File: config.mk
export PLATFORM = sky130hd
export DESIGN_NAME = ps2_host_ctrl
export DESIGN_NICKNAME = d
export VERILOG_FILES = /design/src/rtl/ps2_pkg.sv /design/src/rtl/ps2_byte_fifo.sv /design/src/rtl/ps2_host_ctrl.sv
export SDC_FILE = /design/constraint.sdc
export NUM_CORES = 1
export LEC_CHECK = 0
export ABC_AREA = 1
export CAP_MARGIN = 10
export CORE_ASPECT_RATIO = 1.2
export CORE_MARGIN = 5
export CORE_UTILIZATION = 45
export DETAILED_ROUTE_END_ITERATION = 16
export PLACE_DENSITY = 0.66
export SKIP_LAST_GASP = 1
export SLEW_MARGIN = 10
export SYNTH_ARGS = -nofsm -noshare
export SYNTH_HDL_FRONTEND = slang
export SYNTH_SLANG_ARGS = --single-unit
export TNS_END_PERCENT = 20
File: constraint.sdc
create_clock -name clk -period 3.35 [get_ports clk]
set_input_delay 1.005 -clock clk [delete_from_list [all_inputs] [get_ports clk]]
set_output_delay 1.005 -clock clk [all_outputs]
set_load 0.02 [all_outputs]
File: src/rtl/ps2_pkg.sv
// Shared PS/2 definitions: controller state encoding, device response codes
// and a small elaboration-time helper.
package ps2_pkg;

  typedef enum logic [1:0] {
    S_IDLE     = 2'd0,
    S_INHIBIT  = 2'd1,
    S_TX       = 2'd2,
    S_WAIT_ACK = 2'd3
  } state_t;

  localparam logic [7:0] PS2_ACK    = 8'hFA;
  localparam logic [7:0] PS2_RESEND = 8'hFE;

  // Larger of two unsigned values, used to size shared timers.
  function automatic int unsigned max_u(input int unsigned a, input int unsigned b);
    return (a > b) ? a : b;
  endfunction

endpackage

File: src/rtl/ps2_byte_fifo.sv
// First-word-fall-through byte FIFO for received PS/2 bytes.
// Ports: clk, rst (sync active-low), wr_en/wr_data push, rd_en pop,
// rd_data head byte, full/empty flags.
// A push on a full FIFO is accepted only when a pop happens the same cycle.
module ps2_byte_fifo #(
  parameter int unsigned DEPTH = 4
) (
  input  logic       clk,
  input  logic       rst,
  input  logic       wr_en,
  input  logic [7:0] wr_data,
  input  logic       rd_en,
  output logic [7:0] rd_data,
  output logic       full,
  output logic       empty
);

  localparam int unsigned AW = $clog2(DEPTH);
  localparam int unsigned PW = AW + 1;

  logic [7:0]    mem_q [DEPTH];
  logic [PW-1:0] wr_ptr_q, wr_ptr_d;
  logic [PW-1:0] rd_ptr_q, rd_ptr_d;
  logic          do_wr, do_rd;

  // Extra pointer MSB distinguishes full from empty.
  assign empty   = (wr_ptr_q == rd_ptr_q);
  assign full    = (wr_ptr_q[AW] != rd_ptr_q[AW]) && (wr_ptr_q[AW-1:0] == rd_ptr_q[AW-1:0]);
  assign rd_data = mem_q[rd_ptr_q[AW-1:0]];

  assign do_rd = rd_en && !empty;
  assign do_wr = wr_en && (!full || do_rd);

  // Pointer next-state.
  always_comb begin
    wr_ptr_d = wr_ptr_q;
    rd_ptr_d = rd_ptr_q;
    if (do_wr) wr_ptr_d = wr_ptr_q + PW'(1);
    if (do_rd) rd_ptr_d = rd_ptr_q + PW'(1);
  end

  // Pointer registers.
  always_ff @(posedge clk) begin
    if (!rst) begin
      wr_ptr_q <= '0;
      rd_ptr_q <= '0;
    end else begin
      wr_ptr_q <= wr_ptr_d;
      rd_ptr_q <= rd_ptr_d;
    end
  end

  // Storage; contents are don't-care while empty, so no reset.
  always_ff @(posedge clk) begin
    if (do_wr) mem_q[wr_ptr_q[AW-1:0]] <= wr_data;
  end

endmodule

File: src/rtl/ps2_host_ctrl.sv
// PS/2 host link controller: arbitrates one PS/2 line between received scan
// codes and host commands, inhibits the clock before each command, launches
// ps2_tx and waits for ACK with resend/timeout retry.
// Ports: cmd_* command handshake and status pulses, key_* received-byte FIFO,
// rx_* to ps2_rx, tx_*/ps2c_oe to ps2_tx and the line driver.
module ps2_host_ctrl
  import ps2_pkg::*;
#(
  parameter int unsigned INHIBIT_CYCLES = 5000,
  parameter int unsigned ACK_TIMEOUT    = 1_000_000,
  parameter int unsigned MAX_RETRY      = 3,
  parameter int unsigned FIFO_DEPTH     = 4
) (
  input  logic       clk,
  input  logic       rst,
  input  logic       cmd_valid,
  input  logic [7:0] cmd_data,
  output logic       cmd_ready,
  output logic       cmd_done,
  output logic       cmd_err,
  output logic       busy,
  output logic       key_valid,
  output logic [7:0] key_data,
  input  logic       key_ready,
  output logic       overflow,
  output logic       rx_en,
  input  logic       rx_done,
  input  logic [7:0] rx_data,
  output logic       ps2c_oe,
  output logic       tx_start,
  output logic [7:0] tx_byte,
  input  logic       tx_done
);

  localparam int unsigned TMAX = max_u(INHIBIT_CYCLES, ACK_TIMEOUT);
  localparam int unsigned TW   = (TMAX > 2) ? $clog2(TMAX) : 1;
  localparam int unsigned RW   = (MAX_RETRY > 0) ? $clog2(MAX_RETRY + 1) : 1;

  state_t        state_q, state_d;
  logic [TW-1:0] timer_q, timer_d;
  logic [RW-1:0] retry_q, retry_d;
  logic [7:0]    tx_byte_q, tx_byte_d;
  logic          cmd_done_q, cmd_done_d;
  logic          cmd_err_q, cmd_err_d;
  logic          tx_start_q, tx_start_d;
  logic          overflow_q, overflow_d;
  logic          cmd_ready_q, busy_q, rx_en_q, ps2c_oe_q;
  logic          push_c, pop_c, retry_c, fifo_full, fifo_empty;

  assign pop_c = key_ready && !fifo_empty;

  // Next-state, timer, retry and pulse decode.
  always_comb begin
    state_d    = state_q;
    timer_d    = timer_q;
    retry_d    = retry_q;
    tx_byte_d  = tx_byte_q;
    cmd_done_d = 1'b0;
    cmd_err_d  = 1'b0;
    tx_start_d = 1'b0;
    push_c     = 1'b0;
    retry_c    = 1'b0;

    case (state_q)
      S_IDLE: begin
        push_c = rx_done;
        if (cmd_valid) begin
          tx_byte_d = cmd_data;
          retry_d   = '0;
          timer_d   = TW'(INHIBIT_CYCLES - 1);
          state_d   = S_INHIBIT;
        end
      end
      S_INHIBIT: begin
        if (timer_q == '0) begin
          state_d    = S_TX;
          timer_d    = TW'(ACK_TIMEOUT - 1);
          tx_start_d = 1'b1;
        end else begin
          timer_d = timer_q - TW'(1);
        end
      end
      S_TX: begin
        if (tx_done) begin
          state_d = S_WAIT_ACK;
          timer_d = TW'(ACK_TIMEOUT - 1);
        end else if (timer_q == '0) begin
          retry_c = 1'b1;
        end else begin
          timer_d = timer_q - TW'(1);
        end
      end
      S_WAIT_ACK: begin
        // A received byte takes priority over a same-cycle timeout.
        if (rx_done) begin
          if (rx_data == PS2_ACK) begin
            cmd_done_d = 1'b1;
            state_d    = S_IDLE;
          end else if (rx_data == PS2_RESEND) begin
            retry_c = 1'b1;
          end else begin
            push_c = 1'b1;
            if (timer_q != '0) timer_d = timer_q - TW'(1);
          end
        end else if (timer_q == '0) begin
          retry_c = 1'b1;
        end else begin
          timer_d = timer_q - TW'(1);
        end
      end
      default: state_d = S_IDLE;
    endcase

    // Resend or timeout: re-inhibit and resend the same byte, or give up.
    if (retry_c) begin
      if (retry_q < RW'(MAX_RETRY)) begin
        retry_d = retry_q + RW'(1);
        timer_d = TW'(INHIBIT_CYCLES - 1);
        state_d = S_INHIBIT;
      end else begin
        cmd_err_d = 1'b1;
        state_d   = S_IDLE;
      end
    end
  end

  assign overflow_d = push_c && fifo_full && !pop_c;

  // State and registered outputs.
  always_ff @(posedge clk) begin
    if (!rst) begin
      state_q     <= S_IDLE;
      timer_q     <= '0;
      retry_q     <= '0;
      tx_byte_q   <= 8'h00;
      cmd_done_q  <= 1'b0;
      cmd_err_q   <= 1'b0;
      tx_start_q  <= 1'b0;
      overflow_q  <= 1'b0;
      cmd_ready_q <= 1'b1;
      busy_q      <= 1'b0;
      rx_en_q     <= 1'b1;
      ps2c_oe_q   <= 1'b0;
    end else begin
      state_q     <= state_d;
      timer_q     <= timer_d;
      retry_q     <= retry_d;
      tx_byte_q   <= tx_byte_d;
      cmd_done_q  <= cmd_done_d;
      cmd_err_q   <= cmd_err_d;
      tx_start_q  <= tx_start_d;
      overflow_q  <= overflow_d;
      cmd_ready_q <= (state_d == S_IDLE);
      busy_q      <= (state_d != S_IDLE);
      rx_en_q     <= (state_d == S_IDLE) || (state_d == S_WAIT_ACK);
      ps2c_oe_q   <= (state_d == S_INHIBIT);
    end
  end

  ps2_byte_fifo #(.DEPTH(FIFO_DEPTH)) u_fifo (
    .clk     (clk),
    .rst     (rst),
    .wr_en   (push_c),
    .wr_data (rx_data),
    .rd_en   (pop_c),
    .rd_data (key_data),
    .full    (fifo_full),
    .empty   (fifo_empty)
  );

  assign key_valid = !fifo_empty;
  assign cmd_ready = cmd_ready_q;
  assign cmd_done  = cmd_done_q;
  assign cmd_err   = cmd_err_q;
  assign busy      = busy_q;
  assign overflow  = overflow_q;
  assign rx_en     = rx_en_q;
  assign ps2c_oe   = ps2c_oe_q;
  assign tx_start  = tx_start_q;
  assign tx_byte   = tx_byte_q;

endmodule

# Yosys cells after proc, flatten, opt, wreduce, memory -nomap -nowiden

Memory sizes are Yosys's and may differ from the RTL's. A register that Yosys moved wholly into a read port is not among the register bits.
Index checks and enable logic that the tools add are counted.

Register bits after elaboration: 46
Bits in writable memories: 32
Output and inout bits: 25
Logic and storage cells: 89
Memories kept: 1

Add/subtract/negate cells: 4
Order comparisons: 1
Equality and inequality tests: 10
Mux-type cells: 39
Reduce and logical (&&, ||, !) cells: 20

Memory list:

| name         | depth | width | rd ports | clocked after memory_dff | wr ports | line                | text |
|---|---|---|---|---|---|---|---|
| u_fifo.mem_q | 4     | 8     | 1        | 1                        | 1        | ps2_byte_fifo.sv:21 | `logic [7:0] mem_q [DEPTH];` |

Operators by type and width:

| operator              | number |
|---|---|
| $mux 20               | 10 |
| $pmux 20 s4           | 1 |
| $mux 2                | 12 |
| $logic_not 20->1      | 1 |
| $reduce_bool 20->1    | 1 |
| $sub 20x1->20 const B | 1 |
| $eq 8x8->1 const B    | 2 |
| $mux 1                | 13 |
| $pmux 2 s4            | 1 |
| $add 3x1->3 const B   | 2 |
| $eq 2x2->1 const B    | 3 |
| $logic_and 1x1->1     | 6 |
| $reduce_and 2->1      | 3 |
| $eq 2x1->1 const B    | 2 |
| $logic_not 2->1       | 2 |
| $pmux 1 s2            | 2 |
| $eq 3x3->1            | 1 |
| $logic_not 1->1       | 3 |
| $reduce_and 3->1      | 1 |
| $add 2x1->2 const B   | 1 |
| $eq 2x2->1            | 1 |
| $logic_or 1x1->1      | 2 |
| $lt 2x2->1 const B    | 1 |
| $reduce_bool 2->1     | 1 |
| $ne 1x1->1            | 1 |

# Longest topological paths before layout

Depth after elaboration: 8
Gate-level depth with buffers: 15
Mapped depth without buffers: 15

# Modules after synthesis

From an unflattened synthesis, not the netlist that was laid out.

Cell total of the unflattened synthesis: 600
Area, all modules: 4,454.3 um^2

Modules (own cells, without submodules):

| module        | instances | cells an instance | area an instance (um^2) | seq. area each (um^2) |
|---|---|---|---|---|
| ps2_host_ctrl | 1         | 458               | 2,810.2                 | 800.8 |
| ps2_byte_fifo | 1         | 142               | 1,644.1                 | 1,121.1 |

# Worst setup path after synthesis

Ideal clock, no wire load.

Path kind: input -> register
Start: input rx_data[0]
End: memory u_fifo.mem_q[0][0], enable pin
Arrival time: 2,215 ps
Required time: 2,979 ps
Slack: 764 ps
Stages on the path: 10
Cells stage by stage: inv_1 > nand2_1 > nor2_1 > nand2_1 > nand2_2 > o21bai_1 > nand2_1 > nor2_1 > inv_1 > nor2_1

Longest elaborated chain between the ends: 8
Elaborated cells between the ends (all ways): 9

Ends and longest elaborated chain:

| what                           | line                | text |
|---|---|---|
| start, declared                | ps2_host_ctrl.sv:28 | `input logic [7:0] rx_data,` |
| $eq 8x8->1                     | ps2_host_ctrl.sv:99 | `end else if (rx_data == PS2_RESEND) begin` |
| $mux 1                         | ps2_host_ctrl.sv:99 |  |
| $mux 1 *                       | ps2_host_ctrl.sv:96 | `if (rx_data == PS2_ACK) begin` |
| $mux 1 *                       | ps2_host_ctrl.sv:95 | `if (rx_done) begin` |
| $pmux 1 s2 *                   | ps2_host_ctrl.sv:64 | `case (state_q)` |
| $logic_and 1x1->1 *            | ps2_byte_fifo.sv:32 | `assign do_wr = wr_en && (!full \|\| do_rd);` |
| $mux 1 *                       | ps2_byte_fifo.sv:55 | `if (do_wr) mem_q[wr_ptr_q[AW-1:0]] <= wr_data;` |
| $mux 1 (not written as such) * | ps2_byte_fifo.sv:55 |  |
| end, declared                  | ps2_byte_fifo.sv:21 |  |

Mark *: on every way between the ends. The rest lies on a longest branch, timed or not.

# Worst setup path in the final report

Start: input rx_data[0]
End: memory u_fifo.mem_q[2][5], enable pin

The elaborated chain is that of the path after synthesis.

==> metrics list <==
- Area delta synth->final: 20.5%
- At the pin with the least slew margin, the transition time is 569 ps.
- Share of synthesized area spent on multiplexers: 0%
* Setup crit end kind: flip-flop
- Synthesis instantiated 42 different standard cells from the library.
* Endpoint, Worst Hold: retry_q[1]
- The number of global-route vias before repair is 3898.
- Of the total synthesized cell area, the portion taken by full adders, half adders and majority gates is 4.08%.
- Routability cong.: 0.950
- Counting every net in the synthesized netlist gives 653.
- Entering global routing, the biggest net connects 21 pins.
- In the synthesized netlist the dominant register cell turns out to be sky130_fd_sc_hd__dfxtp_1.
- Port-buffer cells: 46
* Final-stage net count: 707
- Number of storage elements in the synthesis netlist: 80
* Number of nets with antenna violations after routing: 0
- Using the TritonRoute via totals, the vias-per-cell ratio works out to 5.30.
- Global-route wire length before repair: 18.7 mm
* Initial core utilization: 45.9%
- Post-synthesis area per instance: 7.46 um^2
* Number of failing setup endpoints in the final timing report: 0
* Arrival time at the worst endpoint: 2920 ps
- Half-perimeter wire length of the detailed placement result: 8.73 mm
* Clk sinks: 80
* Cell count of the worst reg-to-reg path: 12
* Post-Syn Area: 4590 um^2
* Portion of the clock cycle consumed by the worst path in the final layout: 86.1%
- Register-to-Register Setup Slack: 900 ps
- Vertical die dimension: 121 um
* N_diodes: 0
- After synthesis, the largest area contributor takes up 20.9% of total cell area.
- Fraction of layout instances using a drive strength above 1: 9.63%
* Beginning of the worst register-to-register path: state_q[0]
- The worst setup path is launched from an input port.
* EDFF count, synth: 32
- Number of buffers inserted to repair setup after CTS: 0
- The completed layout was analyzed and its total power is 5.26 mW.
- Clock tree from TritonCTS: built
* Detailed Route Iter0 Violations: 330
- Gates resized during post-CTS repair numbered 0.
- Async set or reset register ratio after synthesis: 0%
- Clock tree root buffer cell: sky130_fd_sc_hd__clkbuf_16
- The worst hold path was traced through 2 stages.
- The layout has 948 filler cells.
- For this run, the total global-route usage over all layers was measured as 19.3%.
- Final Hold Vio Count: 0
* Buffer depth of the longest clock path: 2
* Combinational family with the most area after synthesis: simple AND/OR/NAND/NOR gates
* Beginning of the worst hold path: retry_q[1]
- Type of the most critical hold path: flip-flop to flip-flop
- Router iterations before antenna repair: 6
- Dominant cell type by area after synthesis: sky130_fd_sc_hd__dfxtp_1
* Least setup slack across all paths after layout: 465 ps
- Crit Path Class: input port to flip-flop
* Cells taking the most area after synthesis: sky130_fd_sc_hd__dfxtp_1, sky130_fd_sc_hd__edfxtp_1, sky130_fd_sc_hd__nand2_1
- Compound-gate portion of the synthesized area: 13.0%
- The detailed router placed 4249 vias in this run.
- Clock edge transition at the registers on the reported setup and hold paths: 60 ps
- Proportion of synthesized chip area in sequential cells: 41.8%
- Antenna violations before repair: 0
- Horizontal die dimension: 102 um
- For this run, the number of Yosys warnings is 0.
- The synthesized netlist devotes 1.14% of its cell area to XOR and XNOR gates.
* Unrepaired setup endpoints after global routing: false
* Remaining global-route overflow: 0
* Top Ports: 47
- The floorplan has 40 rows.
* Cells after synthesis: 616
* Power per unit of standard cell area: 951 nW/um^2
* Die Outline Area: 12300 um^2
- Across the VDD grid, the largest voltage drop is 0.426 mV.
- Static timing analysis puts the maximum clock frequency at 0.347 GHz.
* Maximum fanout count along the critical path: 8
* # DRC: 0
* Worst clock skew on the final layout: 7.91 ps
* Pins over their slew limit: 0
- The H-tree was split into 3 levels.
- The tool flagged a number of max-cap violations equal to 0.
- The clock reaches the later pin of the worst-skew pair after 340 ps.
- Average wire per standard cell: 14.8 um
* CTS buffer count: 9
- After floorplanning, the core was sized to cover 10000 um^2.
* Area fraction in and, or, nand and nor cells after synthesis: 32.8%
- Worst slack at placement: 134 ps
- Hold_buf cts: 0
- Wirelength, routed: 11.8 mm
- Result of the run: finished, final reports clean
* R2r endpoint: cmd_ready
- Data required time of the critical path: 3390 ps
* P_leak: 2.46 nW
* Worst max-slew margin expressed relative to the limit: 62.1%
- After layout, the minimum clock period comes to 2880 ps.
- Sum Neg Setup Slack: 0 ps
## critical path: stages
cell and delay (ps):
sky130_fd_sc_hd__clkdlybuf4s50_1 550, sky130_fd_sc_hd__inv_1 60, sky130_fd_sc_hd__nand2_1 90, sky130_fd_sc_hd__nor2_1 50
sky130_fd_sc_hd__nand2_1 100, sky130_fd_sc_hd__nand2_2 130, sky130_fd_sc_hd__o21bai_1 150, sky130_fd_sc_hd__nand2_1 80
sky130_fd_sc_hd__nor2_1 250, sky130_fd_sc_hd__inv_1 140, sky130_fd_sc_hd__nor2_1 120, sky130_fd_sc_hd__buf_4 190
## flip-flops by register name, summed over array words and instances (netlist names), named ones only
register / cells
tx_start: 1
rx_en: 1
cmd_err: 1
overflow: 1
busy: 1
ps2c_oe: 1
cmd_ready: 1
tx_byte: 8
u_fifo.rd_ptr_q: 3
u_fifo.wr_ptr_q: 3
u_fifo.mem_q: 32
retry_q: 2
cmd_done: 1
state_q: 2
timer_q: 20
## cell usage after synthesis, types with 2 or more instances
cell / instances
sky130_fd_sc_hd__o21bai_1: 5
sky130_fd_sc_hd__xor2_1: 5
sky130_fd_sc_hd__nor2_2: 5
sky130_fd_sc_hd__and2_1: 2
sky130_fd_sc_hd__ha_1: 15
sky130_fd_sc_hd__edfxtp_1: 32
sky130_fd_sc_hd__nor2_8: 2
sky130_fd_sc_hd__nand2_1: 146
sky130_fd_sc_hd__nand3_2: 3
sky130_fd_sc_hd__inv_2: 5
sky130_fd_sc_hd__clkbuf_1: 9
sky130_fd_sc_hd__a21oi_2: 3
sky130_fd_sc_hd__o22ai_1: 9
sky130_fd_sc_hd__nand3_1: 39
sky130_fd_sc_hd__buf_6: 2
sky130_fd_sc_hd__nand4_2: 2
sky130_fd_sc_hd__o21ai_0: 55
sky130_fd_sc_hd__nand3_4: 4
sky130_fd_sc_hd__a21oi_1: 29
sky130_fd_sc_hd__inv_1: 62
sky130_fd_sc_hd__nand4_1: 7
sky130_fd_sc_hd__o21ai_1: 5
sky130_fd_sc_hd__nand3b_1: 2
sky130_fd_sc_hd__buf_2: 3
sky130_fd_sc_hd__nor2_1: 90
sky130_fd_sc_hd__dfxtp_1: 48
sky130_fd_sc_hd__nor3_1: 4
sky130_fd_sc_hd__nand2_4: 3
sky130_fd_sc_hd__nand2_2: 7
## logic make-up after synthesis
| kind of cell | count (synthesis) |
|---|---|
| and+or+nand+nor | 322 |
| AOI/OAI and AO/OA | 110 |
| buffers and inverters | 83 |
| DFF | 80 |
| adders and majority gates | 15 |
| xor gates and xnor gates | 6 |
## cells in the final DEF, fill, tap and decap left out, types with 4 or more instances in the layout
master,n
sky130_fd_sc_hd__edfxtp_1,32
sky130_fd_sc_hd__o21bai_1,5
sky130_fd_sc_hd__dfxtp_1,48
sky130_fd_sc_hd__clkdlybuf4s50_1,46
sky130_fd_sc_hd__a21oi_1,29
sky130_fd_sc_hd__o22ai_1,9
sky130_fd_sc_hd__nand4_1,7
sky130_fd_sc_hd__inv_1,62
sky130_fd_sc_hd__xor2_1,5
sky130_fd_sc_hd__buf_4,12
sky130_fd_sc_hd__nand3_4,4
sky130_fd_sc_hd__nand2_1,146
sky130_fd_sc_hd__o21ai_0,55
sky130_fd_sc_hd__nand2_2,7
sky130_fd_sc_hd__inv_2,5
sky130_fd_sc_hd__nor2_2,5
sky130_fd_sc_hd__ha_1,15
sky130_fd_sc_hd__clkbuf_16,9
sky130_fd_sc_hd__nor3_1,4
sky130_fd_sc_hd__nand3_1,39
sky130_fd_sc_hd__o21ai_1,5
sky130_fd_sc_hd__nor2_1,90
## report_power, final
part	total (mW)	internal [mW]	leakage [nW]	switching (mW)
Clock	1.01	0.621	0.153	0.391
Sequential	1.42	1.24	0.684	0.180
Combinational	2.83	1.01	1.63	1.82
Total	5.26	2.88	2.46	2.39
## area by class of cell
cell class                 count  area [um^2]  area share (%)
multi-input combinational    453         2340            42.3
sequential                    80         1920            34.7
timing repair buffer          58          551            9.94
clock buffer                  12          256            4.63
inverter                      68          255            4.61
tap                          126          158            2.85
clock inverter                 4         52.6           0.949
## through the flow
stage / cells / cell area (um^2) / utilization, % / hold WS, ps
floorplan: 616 / 4590 / - / 441
global placement: 785 / 5230 / 52.2 / 454
detailed placement: 785 / 5230 / 52.2 / 468
CTS: 801 / 5540 / 55.3 / 478
global route: 801 / 5540 / 55.3 / 511
finish: 801 / 5540 / 55.3 / 473
## worst max-delay path by stage
stage / startpoint / to / slack, ps / cells past startpoint
3_3_place_gp: rx_data[0] / u_fifo.mem_q[3][4] / 190 / 11
5_1_grt: rx_data[0] / u_fifo.mem_q[0][4] / 240 / 12
2_1_floorplan: rx_data[0] / u_fifo.mem_q[0][0] / 760 / 10
4_1_cts: flip-flop / key_data[1] / 450 / 4
6_report: rx_data[0] / u_fifo.mem_q[2][5] / 470 / 12
3_5_place_dp: rx_data[0] / u_fifo.mem_q[3][5] / 130 / 11
## routing by layer
| layer | vias up | GRT usage [%] | wire, um |
|---|---|---|---|
| met5 | - | 0 | 0 |
| met4 | 0 | 11.1 | 435 |
| met3 | 35 | 2.83 | 843 |
| met2 | 161 | 33.2 | 5810 |
| met1 | 1923 | 22.5 | 4750 |
| li1 | 2130 | - | - |
Note: power is estimated with default switching activity, not from simulation.
